==> config.mk <==
export PLATFORM = sky130hd
export DESIGN_NAME = wb_host_master
export DESIGN_NICKNAME = d
export VERILOG_FILES = /design/src/rtl/wb_host_master.sv
export SDC_FILE = /design/constraint.sdc
export NUM_CORES = 1
export LEC_CHECK = 0
export BUFFER_PORTS_ARGS = -buffer_cell sky130_fd_sc_hd__buf_2
export CORE_MARGIN = 3
export CORE_UTILIZATION = 53
export DETAILED_ROUTE_END_ITERATION = 6
export PLACE_DENSITY = 0.79
export SYNTH_ARGS = -nofsm -noshare
export SYNTH_HDL_FRONTEND = slang
export SYNTH_SLANG_ARGS = --single-unit
export TNS_END_PERCENT = 50
==> constraint.sdc <==
create_clock -name clk_i -period 3 [get_ports clk_i]
set_input_delay 0.15 -clock clk_i [delete_from_list [all_inputs] [get_ports clk_i]]
set_output_delay 0.15 -clock clk_i [all_outputs]
set_load 0.02 [all_outputs]
==> src/rtl/wb_host_master.sv <==
// wb_host_master
// Bridges a UART byte stream to Wishbone so that a host can act as a second
// bus initiator. It runs 32-bit single-beat reads ('R' A3..A0) and writes
// ('W' A3..A0 D3..D0), with multi-byte fields sent MSB first. A read replies
// with D3..D0, a write replies with 'K', and a bus timeout replies with 'E'.
//
// Ports
//   clk_i, rst_i                 clock, synchronous active-high reset
//   rx_data/rx_valid/rx_ready    command byte input (valid/ready)
//   tx_data/tx_valid/tx_ready    reply byte output (valid/ready)
//   adr_o, dat_o, dat_i, sel_o,
//   we_o, cyc_o, stb_o, ack_i    Wishbone initiator port
//   busy                         high whenever the FSM is not idle
//
// state | meaning
// ------+---------------------------------------------------------
// IDLE  | wait for 'R'/'W'; any other byte is consumed and dropped
// ADDR  | shift in the 4 address bytes
// DATA  | shift in the 4 write-data bytes (writes only)
// BUS   | cyc/stb asserted until ack or timeout
// RESP  | send the reply bytes, one per 2 cycles at most
module wb_host_master #(
  parameter int TIMEOUT = 1024
) (
  input  logic        clk_i,
  input  logic        rst_i,
  input  logic [7:0]  rx_data,
  input  logic        rx_valid,
  output logic        rx_ready,
  output logic [7:0]  tx_data,
  output logic        tx_valid,
  input  logic        tx_ready,
  output logic [31:0] adr_o,
  output logic [31:0] dat_o,
  input  logic [31:0] dat_i,
  output logic [3:0]  sel_o,
  output logic        we_o,
  output logic        cyc_o,
  output logic        stb_o,
  input  logic        ack_i,
  output logic        busy
);

  typedef enum logic [2:0] {S_IDLE, S_ADDR, S_DATA, S_BUS, S_RESP} state_t;

  localparam logic [15:0] TMO_LAST = 16'(TIMEOUT - 1);

  state_t      r_state, w_next;
  logic        r_we, r_we_o, r_cyc, r_ok, r_busy, r_tx_valid;
  logic [1:0]  r_cnt;
  logic [15:0] r_tmo;
  logic [31:0] r_adr, r_wdat, r_resp;
  logic [7:0]  r_tx_data;

  logic w_rx_hs, w_tx_hs, w_resp_last, w_cmd;

  assign rx_ready = (r_state == S_IDLE) || (r_state == S_ADDR) || (r_state == S_DATA);
  assign sel_o    = (r_state == S_BUS) ? 4'hf : 4'h0;
  assign adr_o    = r_adr;
  assign dat_o    = r_wdat;
  assign we_o     = r_we_o;
  assign cyc_o    = r_cyc;
  assign stb_o    = r_cyc;
  assign busy     = r_busy;
  assign tx_data  = r_tx_data;
  assign tx_valid = r_tx_valid;

  assign w_rx_hs = rx_valid & rx_ready;
  assign w_tx_hs = r_tx_valid & tx_ready;
  assign w_cmd   = (rx_data == 8'h52) || (rx_data == 8'h57);
  // Only a successful read has more than one reply byte.
  assign w_resp_last = !r_ok || r_we || (r_cnt == 2'd3);

  always_comb begin
    w_next = r_state;
    case (r_state)
      S_IDLE: if (w_rx_hs && w_cmd) w_next = S_ADDR;
      S_ADDR: if (w_rx_hs && r_cnt == 2'd3) w_next = r_we ? S_DATA : S_BUS;
      S_DATA: if (w_rx_hs && r_cnt == 2'd3) w_next = S_BUS;
      S_BUS:  if (ack_i || r_tmo == TMO_LAST) w_next = S_RESP;
      S_RESP: if (w_tx_hs && w_resp_last) w_next = S_IDLE;
      default: w_next = S_IDLE;
    endcase
  end

  always_ff @(posedge clk_i) begin
    if (rst_i) r_state <= S_IDLE;
    else       r_state <= w_next;
  end

  always_ff @(posedge clk_i) begin
    if (rst_i) begin
      r_we       <= 1'b0;
      r_we_o     <= 1'b0;
      r_cyc      <= 1'b0;
      r_ok       <= 1'b0;
      r_busy     <= 1'b0;
      r_tx_valid <= 1'b0;
      r_cnt      <= 2'd0;
      r_tmo      <= 16'd0;
      r_adr      <= 32'd0;
      r_wdat     <= 32'd0;
      r_resp     <= 32'd0;
      r_tx_data  <= 8'd0;
    end else begin
      r_busy <= (w_next != S_IDLE);
      case (r_state)
        S_IDLE: begin
          if (w_next == S_ADDR) begin
            r_we  <= (rx_data == 8'h57);
            r_cnt <= 2'd0;
          end
        end
        S_ADDR: begin
          if (w_rx_hs) begin
            // The last address byte carries A[1:0], which are forced to 0.
            if (r_cnt == 2'd3) r_adr <= {r_adr[23:0], rx_data[7:2], 2'b00};
            else               r_adr <= {r_adr[23:0], rx_data};
            r_cnt <= r_cnt + 2'd1;
          end
        end
        S_DATA: begin
          if (w_rx_hs) begin
            r_wdat <= {r_wdat[23:0], rx_data};
            r_cnt  <= r_cnt + 2'd1;
          end
        end
        S_BUS: begin
          r_tmo <= r_tmo + 16'd1;
          if (w_next == S_RESP) begin
            r_cyc      <= 1'b0;
            r_we_o     <= 1'b0;
            r_cnt      <= 2'd0;
            r_tx_valid <= 1'b1;
            // Ack has priority over a timeout on the same edge.
            if (ack_i) begin
              r_ok      <= 1'b1;
              r_resp    <= dat_i;
              r_tx_data <= r_we ? 8'h4B : dat_i[31:24];
            end else begin
              r_ok      <= 1'b0;
              r_tx_data <= 8'h45;
            end
          end
        end
        S_RESP: begin
          if (w_tx_hs) begin
            r_tx_valid <= 1'b0;
            r_cnt      <= r_cnt + 2'd1;
            r_resp     <= {r_resp[23:0], 8'h00};
          end else if (!r_tx_valid) begin
            // The byte after a handshake goes out one cycle later, so
            // there is no combinational path from tx_ready.
            r_tx_valid <= 1'b1;
            r_tx_data  <= r_resp[31:24];
          end
        end
        default: ;
      endcase
      if (w_next == S_BUS && r_state != S_BUS) begin
        r_cyc  <= 1'b1;
        r_we_o <= r_we;
        r_tmo  <= 16'd0;
      end
    end
  end

endmodule

# [Word level (Yosys, flattened, before mapping)]
# Index checks and enable logic that the tools add are counted.
[classes] n_lt_le_gt_ge=0 reduce_logical=28 n_div=0 add_sub_neg=2 mux=32 n_mul=0 n_eq_ne=19 shift=0 bitwise_logic=2
[ops] operator="$mux 32" count=3
[ops] operator="$pmux 32 s2" count=1
[ops] operator="$mux 8" count=5
[ops] operator="$add 16x1->16 const B" count=1
[ops] operator="$eq 16x10->1 const B" count=1
[ops] operator="$eq 8x7->1 const B" count=2
[ops] operator="$pmux 8 s2" count=1
[ops] operator="$mux 3" count=5
[ops] operator="$pmux 3 s5" count=1
[ops] operator="$reduce_and 2->1" count=6
[ops] operator="$mux 2" count=5
[ops] operator="$eq 3x2->1 const B" count=3
[ops] operator="$mux 1" count=8
[ops] operator="$ne 2x2->1 const B" count=4
[ops] operator="$pmux 2 s4" count=1
[ops] operator="$reduce_and 4->1" count=2
[ops] operator="$eq 3x1->1 const B" count=2
[ops] operator="$eq 3x3->1 const B" count=2
[ops] operator="$logic_or 1x1->1" count=6
[ops] operator="$ne 2x1->1 const B" count=3
[ops] operator="$reduce_bool 2->1" count=3
[ops] operator="$reduce_and 5->1" count=1
[ops] operator="$logic_and 1x1->1" count=4
[ops] operator="$mux 4" count=1
[ops] operator="10 further kinds" count=12
[word_totals] elab_cells=96 reg_bits=131 n_memories=0 ram_bits=0 romBits=0 input_bits=45 out_inout_bits=82 latchBits=0

# [Logic depth before layout (Yosys ltp)]
[logic_depth] depth_word=11 depth_mapped=10 mapped_depth_nobuf=7

# [Worst setup path after synthesis]
# OpenSTA, ideal clock, no wires.
[synth_timing] kind="register -> register" start="register r_tmo[0]" end="register r_cnt[0]" arrival_time_ns=2.129 path_slack_ns=0.750 t_required_ns=2.879 n_path_buf=0 synth_period_minus_slack_ns=2.250 stages_incl_launch_ff=7 path_cell_list="dfxtp_1 -> ha_1 -> or4bb_1 -> or4_4 -> nand3_2 -> o311ai_4 -> mux2_4"
[synth_via] elab_chain_len=7 word_cells_on_any_way=9
[synth_rtl] item="start, declared" line="51" source="logic [15:0] r_tmo;"
[synth_rtl] item="start signal, assigned" line="129" source="r_tmo <= r_tmo + 16'd1;"
[synth_rtl] item="$eq 16x10->1 (*)" line="80" source="S_BUS: if (ack_i || r_tmo == TMO_LAST) w_next = S_RESP;"
[synth_rtl] item="$logic_or 1x1->1 (*)" line="80"
[synth_rtl] item="$mux 3 (*)" line="80"
[synth_rtl] item="$pmux 3 s5 (*)" line="76" source="case (r_state)"
[synth_rtl] item="$eq 3x1->1 or $eq 3x3->1 (tied branches)" line="109, 130"
[synth_rtl] item="$ne 2x1->1 (no line)"
[synth_rtl] item="$reduce_and 5->1 (no line) (*)"
[synth_rtl] item="end signal, assigned" line="119" source="r_cnt <= r_cnt + 2'd1;"
[synth_rtl] item="end signal, assigned" line="125" source="r_cnt <= r_cnt + 2'd1;"
[synth_rtl] item="end signal, assigned" line="149" source="r_cnt <= r_cnt + 2'd1;"
[synth_rtl] item="end, declared" line="50" source="logic [1:0] r_cnt;"
# Every way passes the cells marked *; elsewhere a longest branch is shown, timed or not.
# A chain may end at the register's enable or synchronous reset.

# [Worst setup path in the final report]
[layout_timing] start="register r_state[2]" end="register r_resp[23]"
[layout_via] elab_chain_len=10 word_cells_on_any_way=23
[layout_rtl] item="start, declared" line="48" source="state_t r_state, w_next;"
[layout_rtl] item="start signal, assigned" line="88" source="else r_state <= w_next;"
[layout_rtl] item="$eq 3x1->1 or $logic_not 3->1 (tied branches)" line="57, 76"
[layout_rtl] item="$logic_or 1x1->1 (2 in series)" line="57" source="assign rx_ready = (r_state == S_IDLE) || (r_state == S_ADDR) || (r_state == S_DATA);"
[layout_rtl] item="$and 1x1->1" line="68" source="assign w_rx_hs = rx_valid & rx_ready;"
[layout_rtl] item="$logic_and 1x1->1, on equally long branches" line="78, 79, 77"
[layout_rtl] item="$mux 3, on equally long branches" line="79, 77, 78"
[layout_rtl] item="$pmux 3 s5" line="76"
[layout_rtl] item="$eq 3x3->1" line="130" source="if (w_next == S_RESP) begin"
[layout_rtl] item="$ne 2x1->1 (no line)"
[layout_rtl] item="$reduce_and 4->1 (no line)"
[layout_rtl] item="end signal, assigned" line="138" source="r_resp <= dat_i;"
[layout_rtl] item="end signal, assigned" line="150" source="r_resp <= {r_resp[23:0], 8'h00};"
[layout_rtl] item="end, declared" line="52" source="logic [31:0] r_adr, r_wdat, r_resp;"
# Several ways; a longest one is shown, not always the timed one.

==> results.yml <==
global_routing:
  grt_pass1_vias: 4944
  globalRouteTotalUtil_pct: 24.9
  grt_pass1_wl_mm: 22.9
  grt.met2_usage_pct: 42.1
  met1_usage_pct: 30.6
  antenna_found_initial: 0
  grt_max_degree: 65
  grtUsageMet3_pct: 7.23
  busiest_layer: "met2"
  grt_remaining_overflow: 0
worst_setup_path:
  start_kind: "flop"
  cp_max_fo: 56
  worstSetupStartpoint: "r_state[2]"
  reg2reg_depth: 4
  worstSetupPathType: "reg2reg"
  worstPathRequired_ns: 3.41
  cp.arrival_ns: 3.05
  r2r-end: "r_resp[23]"
  reg2reg_slack_ns: 0.36
  end_kind: "flop"
  r2r_start: "r_state[2]"
synthesis:
  yosysSeqAreaShare_pct: 49.6
  yosysUniqueCellTypes: 50
  synth_area_um2: 5280
  synth.largest_area_cell: "dfxtp_1"
  synth.cells.most_frequent: "204 x nand2_1, 131 x dfxtp_1, 82 x a21oi_1, 55 x nor2_1, 37 x clkbuf_1"
  synthCells: 660
  syn_nets: 707
  ys_ff_latch: 131
  synth_top_area_share_pct: 49.6
  yosys_warnings: 0
  yosys-top-cells-area: "dfxtp_1 50%, nand2_1 14%, a21oi_1 7.8%, a311oi_1 4.8%, nor2_1 3.9%"
  ys.flop_type: "dfxtp_1"
  avgSynthCellArea_um2: 8.01
  async_flop_share_pct: 0
  synth.most_common_cell: "nand2_1"
  synth_edf_count: 0
power:
  total_power_mw: 3.91
  swShare_pct: 22.0
  power.density_nw_per_um2: 565
  power.share.clock_pct: 52.0
  netSwitchingPower_mw: 0.862
  p_comb_share_pct: 3.5
  p_leak_nw: 2.74
  peakVddDrop_uv: 385
  power.internal_mw: 3.05
  seq_power_share_pct: 44.5
route:
  num_vias: 5141
  firstDrtPassIters: 5
  drtAntennaViolNets: 0
  drtIter0Drc: 424
  drc_errors: 0
  viasPerCell: 5.45
  post_drt_wl_per_cell_um: 14.5
  wirelength_mm: 13.7
placed_design:
  place.gp.congestion: 0.777
  placed_cell_area_um2: 5920
  dpl.hpwl_mm: 8.38
  port_buffers: 126
sta:
  worst_pin_slew_ns: 1.26
  slew_headroom_pct: 15.5
  finalClockSkew_ns: 0.00863
  fmax_mhz: 378
  period_needed_ns: 2.64
  setup_tns_ns: 0
  rsz0062_at_grt: "false"
  final_hold_viol_count: 0
  report.final.setup_viol: 0
  post-route-period-util_pct: 88.1
  slew_viol_final: 0
layout:
  antenna_cells: 0
  num-nets-final: 849
  utilization_pct: 73.2
  drive_gt1_share_pct: 21.6
  fin_area_um2: 6920
  area_growth_pct: 31.0
cts:
  cts_buffer_depth: 2
  clock_latency_ns: 0.51
  clock_sinks: 131
  cts_tree: "built"
  ctsResizeCount: 0
  numCtsBuffers: 17
  cts_root_buffer: "clkbuf_8"
  post_cts_buffers: 0
  htreeDepth: 4
  ctsHoldBuffers: 41
  clkTransAtPathRegs_ns: 0.06
floorplan:
  die_h_um: 106
  start_util_pct: 55.9
  dieWidth_um: 106
  core.rowCount: 35
  ios: 127
  dieArea_um2: 11200
  core-area_um2: 9460
hold_path:
  hold_end: "tx_data[3]"
  hold_class: "in2reg"
  min_from: "ack_i"
  hold_depth: 3
flow_run:
  drv_cap: 0
status:
  status: "completed"
==> per-layer routing <==
metal,routed length [µm],up-vias
li1,-,2522
met1,5710,2409
met2,6790,184
met3,907,26
met4,293,0
met5,0,-
==> sequential cells by signal, summed over array words and instances, names as in the netlist <==
register / cells
adr_o: 32
busy: 1
cyc_o: 1
dat_o: 32
r_cnt: 2
r_ok: 1
r_resp: 32
r_state: 3
r_tmo: 16
r_we: 1
tx_data: 8
tx_valid: 1
we_o: 1
==> cell usage in the layout, fill, tap and decap left out, types with 4 or more instances in the layout <==
master,netlist,final
clkinv_4,0,4
a21oi_1,82,82
clkbuf_16,0,16
xor2_1,8,8
buf_4,4,7
a311oi_1,29,29
xnor2_1,9,9
nor2b_1,4,4
nand4_1,5,5
and3_1,5,5
dlygate4sd3_1,0,41
nand2_1,204,204
buf_2,5,125
nand3_1,19,19
dfxtp_1,131,131
o21ai_0,9,8
inv_1,4,4
nor2_1,55,54
==> final cells by class <==
class | count | area [µm²]
flip-flops and latches | 131 | 2620
clock inverters | 12 | 148
multi-input cells | 474 | 2440
repair buffers | 173 | 1090
inverters | 5 | 18.8
clock buffers | 20 | 445
fillers | 706 | 2530
well taps | 129 | 161
==> worst max-delay path, stage by stage (launching register included) <==
cell      delay, ns
dfxtp_1        0.57
or3b_2         0.54
o21ai_4        1.00
nor2_1         0.09
a311oi_1       0.33
==> worst max path at each step <==
stage,end,slack (ns),depth (start not counted)
4_1_cts,r_resp[23],0.38,4
3_3_place_gp,r_resp[20],0.60,4
3_5_place_dp,r_resp[12],0.45,4
5_1_grt,r_resp[27],0.16,4
6_report,r_resp[23],0.36,4
2_1_floorplan,r_cnt[0],0.75,6
==> per-stage QoR <==
step / setup slack (ns) / std cells / hold slack [ns]
3_5_place_dp: 0.454 / 871 / 0.415
4_1_cts: 0.380 / 944 / 0.00893
2_1_floorplan: 0.750 / 660 / 0.286
5_1_grt: 0.159 / 944 / 0.0623
3_3_place_gp: 0.599 / 871 / 0.409
6_report: 0.357 / 944 / 0.0437
==> logic make-up (layout without fill, tap and decap cells) <==
kind of cell,count (synthesis),in the layout,synth area share (%)
and+or+nand+nor,317,317,25.5
AOI/OAI and AO/OA,135,135,16.5
DFF,131,131,49.6
buffers and inverters,55,210,4.45
xor gates and xnor gates,17,17,2.82
muxes,3,3,0.663
adders and majority gates,2,2,0.474
==> power by group through the flow <==
stage	Sequential (mW)	Clock (mW)	Combinational (mW)
2_1_floorplan	1.78	0	0.0439
3_3_place_gp	1.78	0	0.0884
3_5_place_dp	1.78	0	0.0896
4_1_cts	1.74	2.06	0.131
5_1_grt	1.74	2.15	0.149
6_report	1.74	2.04	0.137
(Power assumes the default switching activity.)
